### src/rtl/lb_ram_slave.sv
// rtl/lb_ram_slave.sv - LB slave scratch RAM with write wait states and read pipeline latency
// Optional byte-lane strobes enabled by defining LB_RAM_WSTRB_EN.
module lb_ram_slave #(
    parameter int ADDR_W     = 12,
    parameter int DATA_W     = 32,
    parameter int DEPTH      = 64,
    parameter int WR_WAIT    = 0,
    parameter int RD_LATENCY = 1
) (
    input  logic                  clk,
    input  logic                  rst_n,
    input  logic [ADDR_W-1:0]     lb_waddr,
    input  logic [DATA_W-1:0]     lb_wdata,
    input  logic                  lb_wen,
    input  logic [DATA_W/8-1:0]   lb_wstrb,
    output logic                  lb_wready,
    input  logic [ADDR_W-1:0]     lb_raddr,
    input  logic                  lb_ren,
    output logic [DATA_W-1:0]     lb_rdata,
    output logic                  lb_rvalid
);

    localparam int BYTES = DATA_W / 8;
    localparam int OFF_W = $clog2(BYTES);
    localparam int IDX_W = $clog2(DEPTH);
    localparam int SPAN  = DEPTH * BYTES;

    localparam logic [1:0]    WR_LAST  = 2'((WR_WAIT > 0) ? WR_WAIT - 1 : 0);
    localparam logic [1:0]    RD_LAST  = 2'((RD_LATENCY > 1) ? RD_LATENCY - 2 : 0);
    localparam logic [ADDR_W:0] SPAN_EXT = (ADDR_W + 1)'(SPAN);

    if (WR_WAIT < 0 || WR_WAIT > 3) begin : g_bad_wr_wait
        $error("lb_ram_slave: WR_WAIT must be 0..3");
    end
    if (RD_LATENCY < 1 || RD_LATENCY > 4) begin : g_bad_rd_latency
        $error("lb_ram_slave: RD_LATENCY must be 1..4");
    end
    if (DATA_W < 8 || (DATA_W % 8) != 0) begin : g_bad_data_w
        $error("lb_ram_slave: DATA_W must be a multiple of 8");
    end
    if (DEPTH < 2 || (DEPTH & (DEPTH - 1)) != 0) begin : g_bad_depth
        $error("lb_ram_slave: DEPTH must be a power of 2");
    end
    if (SPAN > (2 ** ADDR_W)) begin : g_bad_span
        $error("lb_ram_slave: DEPTH*DATA_W/8 exceeds address space");
    end

    logic [DATA_W-1:0] mem [DEPTH];

    logic [IDX_W-1:0] widx;
    logic [IDX_W-1:0] ridx;
    logic             w_in_range;
    logic             r_in_range;
    logic [DATA_W-1:0] rd_word;
    logic [DATA_W-1:0] rd_out;
    logic             unused_bits;

    assign widx       = lb_waddr[IDX_W+OFF_W-1:OFF_W];
    assign ridx       = lb_raddr[IDX_W+OFF_W-1:OFF_W];
    assign w_in_range = {1'b0, lb_waddr} < SPAN_EXT;
    assign r_in_range = {1'b0, lb_raddr} < SPAN_EXT;
    assign rd_word    = r_in_range ? mem[ridx] : '0;
    assign unused_bits = ^{lb_waddr, lb_raddr, lb_wstrb};

    // Write channel
    typedef enum logic [1:0] {W_IDLE, W_WAIT, W_COMMIT} wstate_t;
    wstate_t    wstate, wstate_nxt;
    logic [1:0] wcnt, wcnt_nxt;
    logic       wr_commit;

    always_ff @(posedge clk or negedge rst_n) begin
        if (!rst_n) begin
            wstate <= W_IDLE;
            wcnt   <= 2'd0;
        end else begin
            wstate <= wstate_nxt;
            wcnt   <= wcnt_nxt;
        end
    end

    // COMMIT is the wready cycle; the RAM is written on the edge that enters it
    always_comb begin
        wstate_nxt = wstate;
        wcnt_nxt   = wcnt;
        wr_commit  = 1'b0;
        case (wstate)
            W_IDLE: begin
                if (lb_wen) begin
                    if (WR_WAIT == 0) begin
                        wr_commit  = 1'b1;
                        wstate_nxt = W_COMMIT;
                    end else begin
                        wstate_nxt = W_WAIT;
                        wcnt_nxt   = 2'd0;
                    end
                end
            end
            W_WAIT: begin
                if (wcnt == WR_LAST) begin
                    wr_commit  = 1'b1;
                    wstate_nxt = W_COMMIT;
                    wcnt_nxt   = 2'd0;
                end else begin
                    wcnt_nxt = wcnt + 2'd1;
                end
            end
            W_COMMIT: wstate_nxt = W_IDLE;
            default:  wstate_nxt = W_IDLE;
        endcase
    end

    assign lb_wready = (wstate == W_COMMIT);

    // RAM is not reset; rst_n gate keeps a request held through reset from landing
    always_ff @(posedge clk) begin
        if (rst_n && wr_commit && w_in_range) begin
`ifdef LB_RAM_WSTRB_EN
            for (int i = 0; i < BYTES; i++) begin
                if (lb_wstrb[i]) begin
                    mem[widx][8*i +: 8] <= lb_wdata[8*i +: 8];
                end
            end
`else
            mem[widx] <= lb_wdata;
`endif
        end
    end

    // Read channel
    typedef enum logic {R_IDLE, R_BUSY} rstate_t;
    rstate_t    rstate, rstate_nxt;
    logic [1:0] rcnt, rcnt_nxt;
    logic       rd_accept;
    logic       rd_deliver;

    always_ff @(posedge clk or negedge rst_n) begin
        if (!rst_n) begin
            rstate <= R_IDLE;
            rcnt   <= 2'd0;
        end else begin
            rstate <= rstate_nxt;
            rcnt   <= rcnt_nxt;
        end
    end

    // BUSY spans acceptance through the rvalid cycle, so a held lb_ren is not re-accepted
    always_comb begin
        rstate_nxt = rstate;
        rcnt_nxt   = rcnt;
        rd_accept  = 1'b0;
        rd_deliver = 1'b0;
        case (rstate)
            R_IDLE: begin
                if (lb_ren) begin
                    rd_accept  = 1'b1;
                    rstate_nxt = R_BUSY;
                    rcnt_nxt   = 2'd0;
                    if (RD_LATENCY == 1) begin
                        rd_deliver = 1'b1;
                    end
                end
            end
            R_BUSY: begin
                if (lb_rvalid) begin
                    rstate_nxt = R_IDLE;
                end else if (rcnt == RD_LAST) begin
                    rd_deliver = 1'b1;
                end else begin
                    rcnt_nxt = rcnt + 2'd1;
                end
            end
            default: rstate_nxt = R_IDLE;
        endcase
    end

    if (RD_LATENCY == 1) begin : g_no_pipe
        assign rd_out = rd_word;
    end else begin : g_pipe
        logic [DATA_W-1:0] pipe [RD_LATENCY-1];

        always_ff @(posedge clk) begin
            if (rd_accept) begin
                pipe[0] <= rd_word;
            end
            for (int i = 1; i < RD_LATENCY - 1; i++) begin
                pipe[i] <= pipe[i-1];
            end
        end

        assign rd_out = pipe[RD_LATENCY-2];
    end

    always_ff @(posedge clk or negedge rst_n) begin
        if (!rst_n) begin
            lb_rvalid <= 1'b0;
            lb_rdata  <= '0;
        end else begin
            lb_rvalid <= rd_deliver;
            if (rd_deliver) begin
                lb_rdata <= rd_out;
            end
        end
    end

endmodule
### config.mk
export PLATFORM = sky130hd
export DESIGN_NAME = lb_ram_slave
export DESIGN_NICKNAME = d
export VERILOG_FILES = /design/src/rtl/lb_ram_slave.sv
export SDC_FILE = /design/constraint.sdc
export NUM_CORES = 2
export LEC_CHECK = 0
export CAP_MARGIN = 30
export CELL_PAD_IN_SITES_DETAIL_PLACEMENT = 0
export CELL_PAD_IN_SITES_GLOBAL_PLACEMENT = 1
export CORE_MARGIN = 1
export CORE_UTILIZATION = 42
export CTS_BUF_LIST = sky130_fd_sc_hd__clkbuf_2
export DETAILED_ROUTE_END_ITERATION = 7
export GPL_TIMING_DRIVEN = 0
export PLACE_DENSITY = 0.71
export SYNTH_ARGS = -nofsm -noshare
export SYNTH_HDL_FRONTEND = slang
export SYNTH_SLANG_ARGS = --single-unit
export TNS_END_PERCENT = 30
### constraint.sdc
create_clock -name clk -period 6 [get_ports clk]
set_input_delay 1.2 -clock clk [delete_from_list [all_inputs] [get_ports clk]]
set_output_delay 1.2 -clock clk [all_outputs]
set_load 0.01 [all_outputs]
==> impl_metrics.json <==
{
  "status": "completed",
  "antenna_found_initial": 8,
  "die_w_um": 439,
  "fin_area_um2": 91900,
  "row_count": 160,
  "worstPathMaxFanout": 3,
  "syn_area_per_cell_um2": 21.8,
  "powerDensity_nw_per_um2": 294,
  "slowest_stage": "clkdlybuf4s50_1",
  "synth_area_leader_cell": "edfxtp_1",
  "tritoncts": "done",
  "ys.flop_type": "edfxtp_1",
  "dp_slack_ps": 598,
  "finalSetupTns_ps": 0,
  "design.core.area_um2": 190000,
  "reg2reg_from": "rcnt[0]$_DFFE_PN0P_",
  "hold_viol": 0,
  "postSynthCellCount": 3687,
  "synth_compound_area_frac": 0.0309,
  "timing.rr.end": "lb_rdata[23]$_DFFE_PN0P_",
  "first_pass_iters": 6,
  "viasPerCell": 6.02,
  "total_power_mw": 27.0,
  "ys_async_sr_fraction": 0.0177,
  "grt.total_usage": 0.254,
  "wl_per_cell_um": 33.6,
  "synth_top_area_frac": 0.766,
  "synthTopCellsByCount": "2,048 x edfxtp_1, 392 x mux2i_1, 384 x mux4_2",
  "gp_congestion": 0.845,
  "worst_setup_path_start_kind": "register",
  "portBuffers": 84,
  "grt_overflow": 0,
  "synth_warnings": 0,
  "post_route_cells_drive_above_1_share": 0.327,
  "clk_latency_ps": 1830,
  "crit_path_end_kind": "primary output",
  "relSlewSlack": 0.129,
  "synthTopCellsByArea": "edfxtp_1 77%, mux4_2 11%, mux2i_1 4.9%",
  "finalMaxSlewViolations": 0,
  "min_period_ps": 4220,
  "io-pin-count": 98,
  "critical_path_class": "reg2out",
  "min-delay-path-class": "in2reg",
  "drv_cap": 0,
  "r2r_cells": 10,
  "syn_area_um2": 80200,
  "vias": 44100,
  "path_cells": "clkdlybuf4s50_1",
  "cts-root-buf": "clkbuf_2",
  "grt_max_degree": 65,
  "critical_path.startpoint": "lb_rdata[6]$_DFFE_PN0P_",
  "synth_xor_area_frac": 0,
  "post-route-util": 0.484,
  "synthSimpleGateAreaFrac": 0.0150,
  "worst_slew_pin_slew_ps": 1310,
  "synth_mux_area_frac": 0.159,
  "fmax_mhz": 237,
  "post_cts_buffers": 0,
  "cp_num_buf_inv": 1,
  "drt_iter0_drc": 6755,
  "fin_crit_sh": 0.703,
  "grt_pass1_wl_um": 336000,
  "critPathTopFamily": "buffers and inverters",
  "die_h_um": 439,
  "clockBufferDepth": 4,
  "syn_to_final_growth_pct": 14.5,
  "dieArea_um2": 193000,
  "route.detailed.drc": 0,
  "dp_hpwl_um": 164000,
  "cts_sinks": 2085,
  "irDropWorstVdd_uv": 223,
  "power.leakage_nw": 30.6,
  "cp_num_cells": 1,
  "synth_top_family_by_area": "multiplexers",
  "max_stage_delay_ps": 600,
  "arrival_ps": 3020,
  "h-tree-depth": 6,
  "rsz0062_at_grt": "no",
  "reg2reg_slack_ps": 2210,
  "synth-seq-area-share": 0.778,
  "drt_wl_total_um": 246000,
  "syn-num-nets": 3752,
  "finalClockSkew_ps": 141,
  "synth_edf_count": 2048,
  "fin_nets": 4547,
  "cts_made_buffers": 536,
  "crit_required_ps": 4800,
  "synth-adder-area-share": 0.000156,
  "synth_cell_types": 45,
  "cts.clk_slew.worst_paths_ps": 100,
  "initial_core_util": 0.422,
  "first_global_vias": 43900,
  "crit_end": "lb_rdata[6]",
  "finalSetupViolations": 0,
  "detail-route-antenna-nets": 0,
  "synth_most_common_cell": "edfxtp_1",
  "worst_slack_ps": 1780,
  "ys_ff_latch": 2085,
  "placed_area_um2": 87200
}
-- layer usage --
| layer | part of all wire | track usage | vias to the layer above |
|---|---|---|---|
| li1 | - | - | 17400 |
| met1 | 0.38 | 0.350 | 23200 |
| met2 | 0.46 | 0.387 | 3065 |
| met3 | 0.12 | 0.0688 | 453 |
| met4 | 0.034 | 0.0959 | 2 |
| met5 | 0.000053 | 0 | - |
-- state kept, by name, indices dropped and copies added (netlist names) --
| signal | count |
|---|---|
| lb_rdata | 32 |
| rstate | 1 |
| rcnt | 2 |
| lb_rvalid | 1 |
| mem | 2048 |
| wstate | 1 |
-- cell families after synthesis --
group,count (synthesis)
buf+inv,211
flops,2085
fa+ha+maj,1
simple gates,254
mux,789
compound gates,347
-- through the flow --
stage	std cells	hold slack [ps]
floorplan	3687	457
global placement	6282	436
detailed placement	6416	455
CTS	7311	61.4
global route	7322	82.6
finish	7327	196
-- layout make-up --
cell class | count | area (um2)
diodes | 13 | 32.5
plain buffers | 205 | 1340
clock buffers | 764 | 3820
clock inverters | 95 | 454
fillers | 15600 | 98100
inverters | 6 | 22.5
multi-input cells | 1391 | 16900
flip-flops and latches | 2085 | 62400
well taps | 2511 | 3140
repair buffers | 257 | 3710
-- how the worst min path moves through the flow --
stage | endpoint | cells after the start | slack (ps) | from
4_1_cts | mem[4][5]$_DFFE_PP_ | 2 | 60 | lb_wdata[5]
3_3_place_gp | wstate[1]$_DFFE_PN0P_ | 1 | 440 | wstate[1]$_DFFE_PN0P_
3_5_place_dp | wstate[1]$_DFFE_PN0P_ | 1 | 450 | wstate[1]$_DFFE_PN0P_
2_1_floorplan | rcnt[0]$_DFFE_PN0P_ | 1 | 460 | rcnt[0]$_DFFE_PN0P_
6_report | mem[22][8]$_DFFE_PP_ | 2 | 200 | lb_wdata[8]
5_1_grt | mem[22][8]$_DFFE_PP_ | 2 | 80 | lb_wdata[8]
-- cells in the final DEF, fill, tap and decap left out, types with 31 or more instances in the layout --
cell             count
nand3_1             39
dlygate4sd3_1       36
edfxtp_1          2048
nor2_4              64
dfrtp_1             37
buf_2               92
a21oi_1             55
nand2_1             55
mux4_2             384
buf_6               31
clkbuf_2           766
mux2i_1            392
buf_4               53
clkdlybuf4s50_1     51
buf_12              98
clkinv_1            64
clkbuf_1            53
a22oi_1            156
-- timing repair --
item | in CTS | in global routing
hold endpoints to repair | 1644 | 0
resized for setup | 0 | 0
hold buffers | 36 | 0
-- power by group --
part           switching [mW]  total, mW  internal [mW]
Sequential             0.0461       16.0           16.0
Combinational            1.19       1.83          0.646
Clock                    5.63       9.11           3.48
Power figures use the tool's default switching activity.
